===== config.mk =====
export PLATFORM = sky130hd
export DESIGN_NAME = crc8_stream_ctrl_flat
export DESIGN_NICKNAME = d
export VERILOG_FILES = /design/src/rtl/crc8_stream_if.sv /design/src/rtl/crc8_stream_ctrl.sv /design/src/flat_wrapper.sv
export SDC_FILE = /design/constraint.sdc
export NUM_CORES = 1
export LEC_CHECK = 0
export CAP_MARGIN = 10
export CORE_UTILIZATION = 48
export CTS_CLUSTER_SIZE = 30
export DETAILED_ROUTE_END_ITERATION = 10
export PLACE_DENSITY = 0.86
export SKIP_LAST_GASP = 1
export SLEW_MARGIN = 40
export SYNTH_ARGS = -nofsm -noshare
export SYNTH_HDL_FRONTEND = slang
export SYNTH_SLANG_ARGS = --single-unit

===== constraint.sdc =====
create_clock -name clk -period 2.2 [get_ports clk]
set_clock_uncertainty 0.05 [all_clocks]
set_input_delay 0.22 -clock clk [delete_from_list [all_inputs] [get_ports clk]]
set_output_delay 0.22 -clock clk [all_outputs]
set_load 0.05 [all_outputs]

===== src/rtl/crc8_stream_if.sv =====
// ============================================================================
// Module   : crc8_stream_if
// Brief    : Framed byte-stream bundle (input stream, output stream, status)
//            for the CRC8 stream controller.
// Revision : 1.0 - initial release
// ============================================================================
`default_nettype none

interface crc8_stream_if #(
    parameter int CNT_W = 16
);
    logic             mode;
    logic [7:0]       s_data;
    logic             s_valid;
    logic             s_last;
    logic             s_ready;
    logic [7:0]       m_data;
    logic             m_valid;
    logic             m_last;
    logic             m_ready;
    logic             done;
    logic [7:0]       crc_value;
    logic             crc_ok;
    logic [CNT_W-1:0] byte_cnt;

    // Controller side
    modport master (
        input  mode, s_data, s_valid, s_last, m_ready,
        output s_ready, m_data, m_valid, m_last, done, crc_value, crc_ok, byte_cnt
    );

    // Source / sink side
    modport slave (
        output mode, s_data, s_valid, s_last, m_ready,
        input  s_ready, m_data, m_valid, m_last, done, crc_value, crc_ok, byte_cnt
    );
endinterface

`default_nettype wire


===== src/rtl/crc8_stream_ctrl.sv =====
// ============================================================================
// Module   : crc8_stream_ctrl
// Brief    : Frame controller around a CRC8 (poly 0x07) byte engine; appends
//            the CRC in generate mode, verifies the trailing byte in check mode.
// Revision : 1.0 - initial release
// ============================================================================
`default_nettype none

module crc8_stream_ctrl #(
    parameter logic [7:0] CRC_INIT   = 8'h00,
    parameter logic [7:0] CRC_XOROUT = 8'h00,
    parameter int         CNT_W      = 16
) (
    input  wire logic          clk,
    input  wire logic          rst_n,
    crc8_stream_if.master      bus
);

    typedef enum logic [1:0] {
        ST_IDLE   = 2'd0,
        ST_BODY   = 2'd1,
        ST_APPEND = 2'd2,
        ST_DRAIN  = 2'd3
    } state_t;

    localparam logic [CNT_W-1:0] c_cnt_max = {CNT_W{1'b1}};

    function automatic logic [7:0] crc8_byte(input logic [7:0] crc, input logic [7:0] data);
        logic [7:0] c;
        c = crc ^ data;
        for (int i = 0; i < 8; i++) begin
            c = c[7] ? ((c << 1) ^ 8'h07) : (c << 1);
        end
        return c;
    endfunction

    state_t           r_state;
    state_t           w_state_next;
    logic             r_mode;
    logic [7:0]       r_crc;
    logic [CNT_W-1:0] r_cnt;
    logic [7:0]       r_m_data;
    logic             r_m_valid;
    logic             r_m_last;
    logic             r_done;
    logic [7:0]       r_crc_value;
    logic             r_crc_ok;
    logic [CNT_W-1:0] r_byte_cnt;

    logic             w_out_free;
    logic             w_s_ready;
    logic             w_accept;
    logic             w_mode;
    logic             w_idle;
    logic             w_fold;
    logic             w_drain_exit;
    logic [7:0]       w_crc_base;
    logic [CNT_W-1:0] w_cnt_base;
    logic [7:0]       w_crc_final;

    assign w_out_free   = !r_m_valid || bus.m_ready;
    assign w_idle       = (r_state == ST_IDLE);
    assign w_s_ready    = (w_idle || (r_state == ST_BODY)) && w_out_free;
    assign w_accept     = bus.s_valid && w_s_ready;
    assign w_mode       = w_idle ? bus.mode : r_mode;
    // The trailing byte of a check frame is the received CRC, not payload.
    assign w_fold       = !(bus.s_last && w_mode);
    assign w_drain_exit = (r_state == ST_DRAIN) && r_m_valid && bus.m_ready && r_m_last;
    assign w_crc_base   = w_idle ? CRC_INIT : r_crc;
    assign w_cnt_base   = w_idle ? '0 : r_cnt;
    assign w_crc_final  = r_crc ^ CRC_XOROUT;

    always_ff @(posedge clk) begin
        if (!rst_n) begin
            r_state <= ST_IDLE;
        end else begin
            r_state <= w_state_next;
        end
    end

    always_comb begin
        w_state_next = r_state;
        case (r_state)
            ST_IDLE, ST_BODY: begin
                if (w_accept) begin
                    if (bus.s_last) begin
                        w_state_next = w_mode ? ST_DRAIN : ST_APPEND;
                    end else begin
                        w_state_next = ST_BODY;
                    end
                end
            end
            ST_APPEND: begin
                if (w_out_free) begin
                    w_state_next = ST_DRAIN;
                end
            end
            ST_DRAIN: begin
                if (w_drain_exit) begin
                    w_state_next = ST_IDLE;
                end
            end
            default: w_state_next = ST_IDLE;
        endcase
    end

    always_ff @(posedge clk) begin
        if (!rst_n) begin
            r_mode      <= 1'b0;
            r_crc       <= CRC_INIT;
            r_cnt       <= '0;
            r_m_data    <= 8'h00;
            r_m_valid   <= 1'b0;
            r_m_last    <= 1'b0;
            r_done      <= 1'b0;
            r_crc_value <= 8'h00;
            r_crc_ok    <= 1'b0;
            r_byte_cnt  <= '0;
        end else begin
            r_done <= 1'b0;

            if (w_accept) begin
                r_m_data  <= bus.s_data;
                r_m_valid <= 1'b1;
                r_m_last  <= bus.s_last && w_mode;
                r_cnt     <= (w_cnt_base == c_cnt_max) ? w_cnt_base : w_cnt_base + 1'b1;
                if (w_fold) begin
                    r_crc <= crc8_byte(w_crc_base, bus.s_data);
                end else begin
                    r_crc <= w_crc_base;
                end
                if (w_idle) begin
                    r_mode <= bus.mode;
                end
            end else if ((r_state == ST_APPEND) && w_out_free) begin
                r_m_data  <= w_crc_final;
                r_m_valid <= 1'b1;
                r_m_last  <= 1'b1;
            end else if (r_m_valid && bus.m_ready) begin
                r_m_valid <= 1'b0;
                r_m_last  <= 1'b0;
            end

            // In check mode the beat leaving DRAIN is the received CRC byte.
            if (w_drain_exit) begin
                r_done      <= 1'b1;
                r_crc_value <= w_crc_final;
                r_byte_cnt  <= r_cnt;
                r_crc_ok    <= r_mode ? (r_m_data == w_crc_final) : 1'b1;
                r_crc       <= CRC_INIT;
                r_cnt       <= '0;
            end
        end
    end

    assign bus.s_ready   = w_s_ready;
    assign bus.m_data    = r_m_data;
    assign bus.m_valid   = r_m_valid;
    assign bus.m_last    = r_m_last;
    assign bus.done      = r_done;
    assign bus.crc_value = r_crc_value;
    assign bus.crc_ok    = r_crc_ok;
    assign bus.byte_cnt  = r_byte_cnt;

endmodule

`default_nettype wire

===== src/flat_wrapper.sv =====
// flat-port wrapper written by rule: the top's interface ports become plain ports
module crc8_stream_ctrl_flat 
#(
    parameter logic [7:0] CRC_INIT   = 8'h00,
    parameter logic [7:0] CRC_XOROUT = 8'h00,
    parameter int         CNT_W      = 16
)
  (clk, rst_n, bus_mode, bus_s_data, bus_s_valid, bus_s_last, bus_m_ready, bus_s_ready, bus_m_data, bus_m_valid, bus_m_last, bus_done, bus_crc_value, bus_crc_ok, bus_byte_cnt);
  crc8_stream_if #(.CNT_W(CNT_W)) bus_i ();
  input  wire logic clk;
  input  wire logic rst_n;
  input wire logic [$bits(bus_i.mode)-1:0] bus_mode;
  input wire logic [$bits(bus_i.s_data)-1:0] bus_s_data;
  input wire logic [$bits(bus_i.s_valid)-1:0] bus_s_valid;
  input wire logic [$bits(bus_i.s_last)-1:0] bus_s_last;
  input wire logic [$bits(bus_i.m_ready)-1:0] bus_m_ready;
  output wire logic [$bits(bus_i.s_ready)-1:0] bus_s_ready;
  output wire logic [$bits(bus_i.m_data)-1:0] bus_m_data;
  output wire logic [$bits(bus_i.m_valid)-1:0] bus_m_valid;
  output wire logic [$bits(bus_i.m_last)-1:0] bus_m_last;
  output wire logic [$bits(bus_i.done)-1:0] bus_done;
  output wire logic [$bits(bus_i.crc_value)-1:0] bus_crc_value;
  output wire logic [$bits(bus_i.crc_ok)-1:0] bus_crc_ok;
  output wire logic [$bits(bus_i.byte_cnt)-1:0] bus_byte_cnt;
  assign bus_i.mode = bus_mode;
  assign bus_i.s_data = bus_s_data;
  assign bus_i.s_valid = bus_s_valid;
  assign bus_i.s_last = bus_s_last;
  assign bus_i.m_ready = bus_m_ready;
  assign bus_s_ready = bus_i.s_ready;
  assign bus_m_data = bus_i.m_data;
  assign bus_m_valid = bus_i.m_valid;
  assign bus_m_last = bus_i.m_last;
  assign bus_done = bus_i.done;
  assign bus_crc_value = bus_i.crc_value;
  assign bus_crc_ok = bus_i.crc_ok;
  assign bus_byte_cnt = bus_i.byte_cnt;
  crc8_stream_ctrl #(.CRC_INIT(CRC_INIT), .CRC_XOROUT(CRC_XOROUT), .CNT_W(CNT_W)) u_core (.clk(clk), .rst_n(rst_n), .bus(bus_i));
endmodule

== After elaboration in Yosys (flattened, before gate mapping) ==
Index checks and enable logic that the tools add are counted.

* Bits in registers: 63
* Bits in latches: 0
* RAM bits: 0
* Memory bits (read-only): 0
* Input port bits: 14
* Output and inout bits: 37
* Word-level logic and storage cells: 74
* Memories: 0

* $add $sub $neg: 1
* $mul: 0
* Div/mod/pow operators: 0
* Magnitude comparators: 0
* Equal/unequal tests: 8
* Shift operators: 0
* Muxes and demuxes: 27
* Bitwise gates (word level): 10
* Reductions and logical operators: 17

{| class="wikitable"
|+ Operators with widths
! operator !! number
|-
| $mux 16 || 2
|-
| $mux 8 || 4
|-
| $mux 3 || 8
|-
| $not 3->3 || 8
|-
| $add 16x1->16 const B || 1
|-
| $eq 16x16->1 const B || 1
|-
| $eq 8x8->1 || 1
|-
| $logic_and 1x1->1 || 8
|-
| $mux 1 || 8
|-
| $mux 2 || 4
|-
| $xor 8x8->8 || 1
|-
| $ne 2x1->1 const B || 3
|-
| $pmux 2 s3 || 1
|-
| $eq 2x2->1 const B || 2
|-
| $reduce_or 2->1 || 2
|-
| $reduce_and 3->1 || 1
|-
| $reduce_bool 3->1 || 1
|-
| $eq 2x1->1 const B || 1
|-
| $logic_not 2->1 || 1
|-
| $logic_or 1x1->1 || 2
|-
| $reduce_bool 2->1 || 1
|-
| $logic_not 1->1 || 1
|-
| $not 1->1 || 1
|}

== Longest topological paths before layout ==
* Depth in word-level cells: 20
* Depth in mapped cells: 11
* Gate-level depth less buffers: 9

== Least setup slack after synthesis ==
No wires, ideal clock.

* Kind: register to register
* Start point: reg u_core.r_state[0]
* End point: reg u_core.r_cnt[8]
* Library setup time: 0.117 ns
* Arrival time: 2.243 ns
* Required time: 2.033 ns
* Slack: -0.210 ns
* Cell stages (with the launch flop): 12
* Path through: dfxtp_1 buf_6 or2_2 buf_2 and2_1 ha_1 nand3_1 nor3_4 a21oi_4 or3b_1 xnor2_1 nor2_1

* Longest elaborated chain between the ends: 5

{| class="wikitable"
|+ Ends and longest elaborated chain
! item !! line !! RTL
|-
| from (decl) || crc8_stream_ctrl.sv:37 || <nowiki>state_t r_state;</nowiki>
|-
| from (signal assigned) || crc8_stream_ctrl.sv:77 || <nowiki>r_state <= w_state_next;</nowiki>
|-
| branches (longest 5 deep; another with $add 16x1->16) || n/a ||
|-
| to (signal assigned) || crc8_stream_ctrl.sv:126 || <nowiki>r_cnt <= (w_cnt_base == c_cnt_max) ? w_cnt_base : w_cnt_base + 1'b1;</nowiki>
|-
| to (decl) || crc8_stream_ctrl.sv:41 || <nowiki>logic [CNT_W-1:0] r_cnt;</nowiki>
|}

Parallel ways; which one is timed is not known.
A chain may end at the register's enable or synchronous reset.

== Final worst setup path ==
* Start point: reg u_core.r_state[1]
* End point: reg u_core.r_cnt[11]

Same word-level chain as after synthesis.

==> run summary <==
Gr usage total: 23.0%
Fmax: 476 MHz
Clock sink total: 63
Clock Pin Slew Worst Setup and Hold Paths: 70 ps
Hold Path End: u_core.bus.byte_cnt[8]
Hold-fix buffers, CTS: 0
P_leak: 1.51 nW
Status: completed
HPWL Detailed: 5340 um
Vias in the first global route: 2789
Commonest non-fill, non-tap cell in the layout: nand2_1
Vias: 2837
Residual DRC count: 0
Worst Hold Launch: u_core.bus.byte_cnt[8]
Worst-path fanout max: 6
Vias/cell: 5.54
I/O pin count: 51
R2r startpoint: u_core.r_state[1]
Worst endpoint required time: 2390 ps
Final antenna-violating net count: 0
Core Area: 6350 um2
N_diodes: 0
Worst-case reg-to-reg path depth: 9
Number of cell rows: 29
Syn_nets: 387
Max Slew Vio Count: 0
Total power per unit cell area: 734 nW/um2
Clock tree buffer depth: 2
Rel. slew slack: 57.4%
Quantity of gates resized following cts: 0
Cells after synthesis: 372
Maximum VDD drop: 0.450 mV
Die height: 83.0 um
Crit path time final: 2100 ps
Pre-antenna DRT Iters: 5
CTS Buf Count: 9
Syn Std Cell Area: 3150 um2
Initial Util: 49.6%
Hold depth: 2
Period utilisation layout: 95.6%
Yosys warns: 0
Hold Crit Class: flip-flop to flip-flop
CTS Root Cell: clkbuf_8
First-pass GRT wire length: 12800 um
Port buffer count: 50
Most frequent cells in the layout: 78 x nand2_1, 63 x dfxtp_1, 49 x clkdlybuf4s50_1
Initial antenna violation count: 0
Switch Pwr: 0.918 mW
Seq pwr share: 43.4%
Yosys cell types: 50
Area Overhead vs Synth: 27.6%
Synth Area per Inst: 8.46 um2
Setup tns final: 0 ps
Die Area: 6880 um2
Post-synthesis sequential area ratio: 40.1%
Iter 0 DRT Violations: 140
WL/cell: 14.8 um
Global route overflow: 0
Final Hold Viols: 0
Clock Latency Late Sink: 350 ps
Clock power share: 34.3%
MaxCap Viol Count: 0
Share of cells above drive strength 1: 13.6%
Reg2Reg Setup Slack: 100 ps
Final net count: 445
Nature of the critical path endpoint: flip-flop
Final wirelength: 7560 um
Seq cells post-synth: 63
Pint: 2.03 mW
Synth Flop Type: dfxtp_1
Setup-failing EPs final: 0
WS Path Type: flip-flop to flip-flop
Post-CTS Setup Inserts: 0
R2R Path End: u_core.r_cnt[11]
Critical path arrival: 2300 ps
RSZ-0062 raised after global routing: false
Switching Share: 31.1%
Crit path from: u_core.r_state[1]
Power, Total: 2.95 mW
Hold Slack: 402 ps
EDFF count, synth: 0
Asr flop ratio synth: 0%
CP Launch Type: flip-flop
Placer Congestion: 0.852
H-tree levels: 3
Die width: 83.0 um
TritonCTS clock tree: yes
Largest net degree at the start of global routing: 38
Logic pwr share: 22.3%
Worst-margin pin slew: 638 ps
## cell type report
| class | instances | area (um2) |
|---|---|---|
| repair buffers | 68 | 646 |
| flip-flops and latches | 63 | 1260 |
| well taps | 77 | 96.3 |
| multi-input cells | 284 | 1800 |
| inverters | 4 | 15.0 |
| clock inverters | 6 | 60.1 |
| clock buffers | 10 | 138 |
| fillers | 514 | 2330 |
## cell families after synthesis
group,Yosys count,share of synthesized area [%]
and+or+nand+nor,154,23.3
AOI/OAI and AO/OA,69,14.6
DFF,63,40.1
xor gates and xnor gates,45,13.0
buffers and inverters,25,3.66
muxes,15,5.05
adders and majority gates,1,0.398
## worst max-delay path, cell delays in order (launching register included)
cell	delay, ps
dfxtp_1	450
or2_4	170
and2_4	150
ha_4	140
nand3_4	100
nor3_4	290
nand2_1	120
and2_4	170
nand3_2	70
mux2_4	290
## Yosys cell counts, types with 2 or more instances
| cell type | number | share of area, % |
|---|---|---|
| dfxtp_1 | 63 | 40 |
| inv_1 | 2 | 0.24 |
| nand4_1 | 5 | 0.99 |
| nor4_1 | 2 | 0.40 |
| a22oi_1 | 7 | 1.7 |
| buf_6 | 2 | 0.72 |
| buf_2 | 5 | 0.80 |
| nand2b_1 | 2 | 0.40 |
| inv_2 | 2 | 0.24 |
| and3_1 | 2 | 0.40 |
| nand3_1 | 11 | 1.7 |
| xnor2_1 | 26 | 7.2 |
| mux2_2 | 3 | 1.1 |
| xor2_1 | 18 | 5.0 |
| a211oi_1 | 9 | 2.1 |
| clkbuf_1 | 12 | 1.4 |
| nor3_1 | 2 | 0.32 |
| a31oi_1 | 4 | 0.80 |
| nor2_1 | 36 | 4.3 |
| o21ai_0 | 7 | 1.1 |
| mux2i_1 | 11 | 3.5 |
| and4_1 | 2 | 0.56 |
| nor2_2 | 2 | 0.40 |
| buf_1 | 2 | 0.24 |
| nand2_1 | 78 | 9.3 |
| a21oi_1 | 33 | 5.2 |
## through the flow
step / worst slack, ps / cells / utilization (%) / area [um2]
2_1_floorplan: 15.0 / 372 / - / 3180
3_5_place_dp: 47.8 / 496 / 60.1 / 3820
5_1_grt: 3.92 / 512 / 63.3 / 4020
6_report: 97.3 / 512 / 63.3 / 4020
3_3_place_gp: 107 / 496 / 60.1 / 3820
4_1_cts: 118 / 512 / 63.3 / 4020
## power by group through the flow
stage               Clock, mW  Sequential, mW  Combinational (mW)
global placement            0            1.30               0.628
CTS                      1.02            1.28               0.655
detailed placement          0            1.30               0.648
finish                   1.01            1.28               0.656
floorplan                   0            1.33               0.431
global route             1.08            1.29               0.708
## worst max path at each step
| stage | end | slack, ps | depth (start not counted) |
|---|---|---|---|
| floorplan | u_core.r_cnt[8] | 10 | 11 |
| global placement | u_core.r_cnt[11] | 110 | 7 |
| detailed placement | u_core.r_cnt[11] | 50 | 7 |
| CTS | u_core.r_cnt[11] | 120 | 9 |
| global route | u_core.r_cnt[11] | 4 | 9 |
| finish | u_core.r_cnt[11] | 100 | 9 |
## routing by layer
layer / routed length, um / vias to the layer above / GRT usage (%)
met5: 0 / - / 0
met2: 3910 / 101 / 40.6
li1: - / 1385 / -
met4: 116 / 0 / 7.68
met3: 388 / 10 / 5.27
met1: 3150 / 1341 / 27.4
## state kept, by name (all words and copies together) (netlist names)
name	cells
u_core.bus.byte_cnt	16
u_core.bus.crc_ok	1
u_core.bus.crc_value	8
u_core.bus.done	1
u_core.bus.m_data	8
u_core.bus.m_last	1
u_core.bus.m_valid	1
u_core.r_cnt	16
u_core.r_crc	8
u_core.r_mode	1
u_core.r_state	2
(Power assumes the default switching activity.)
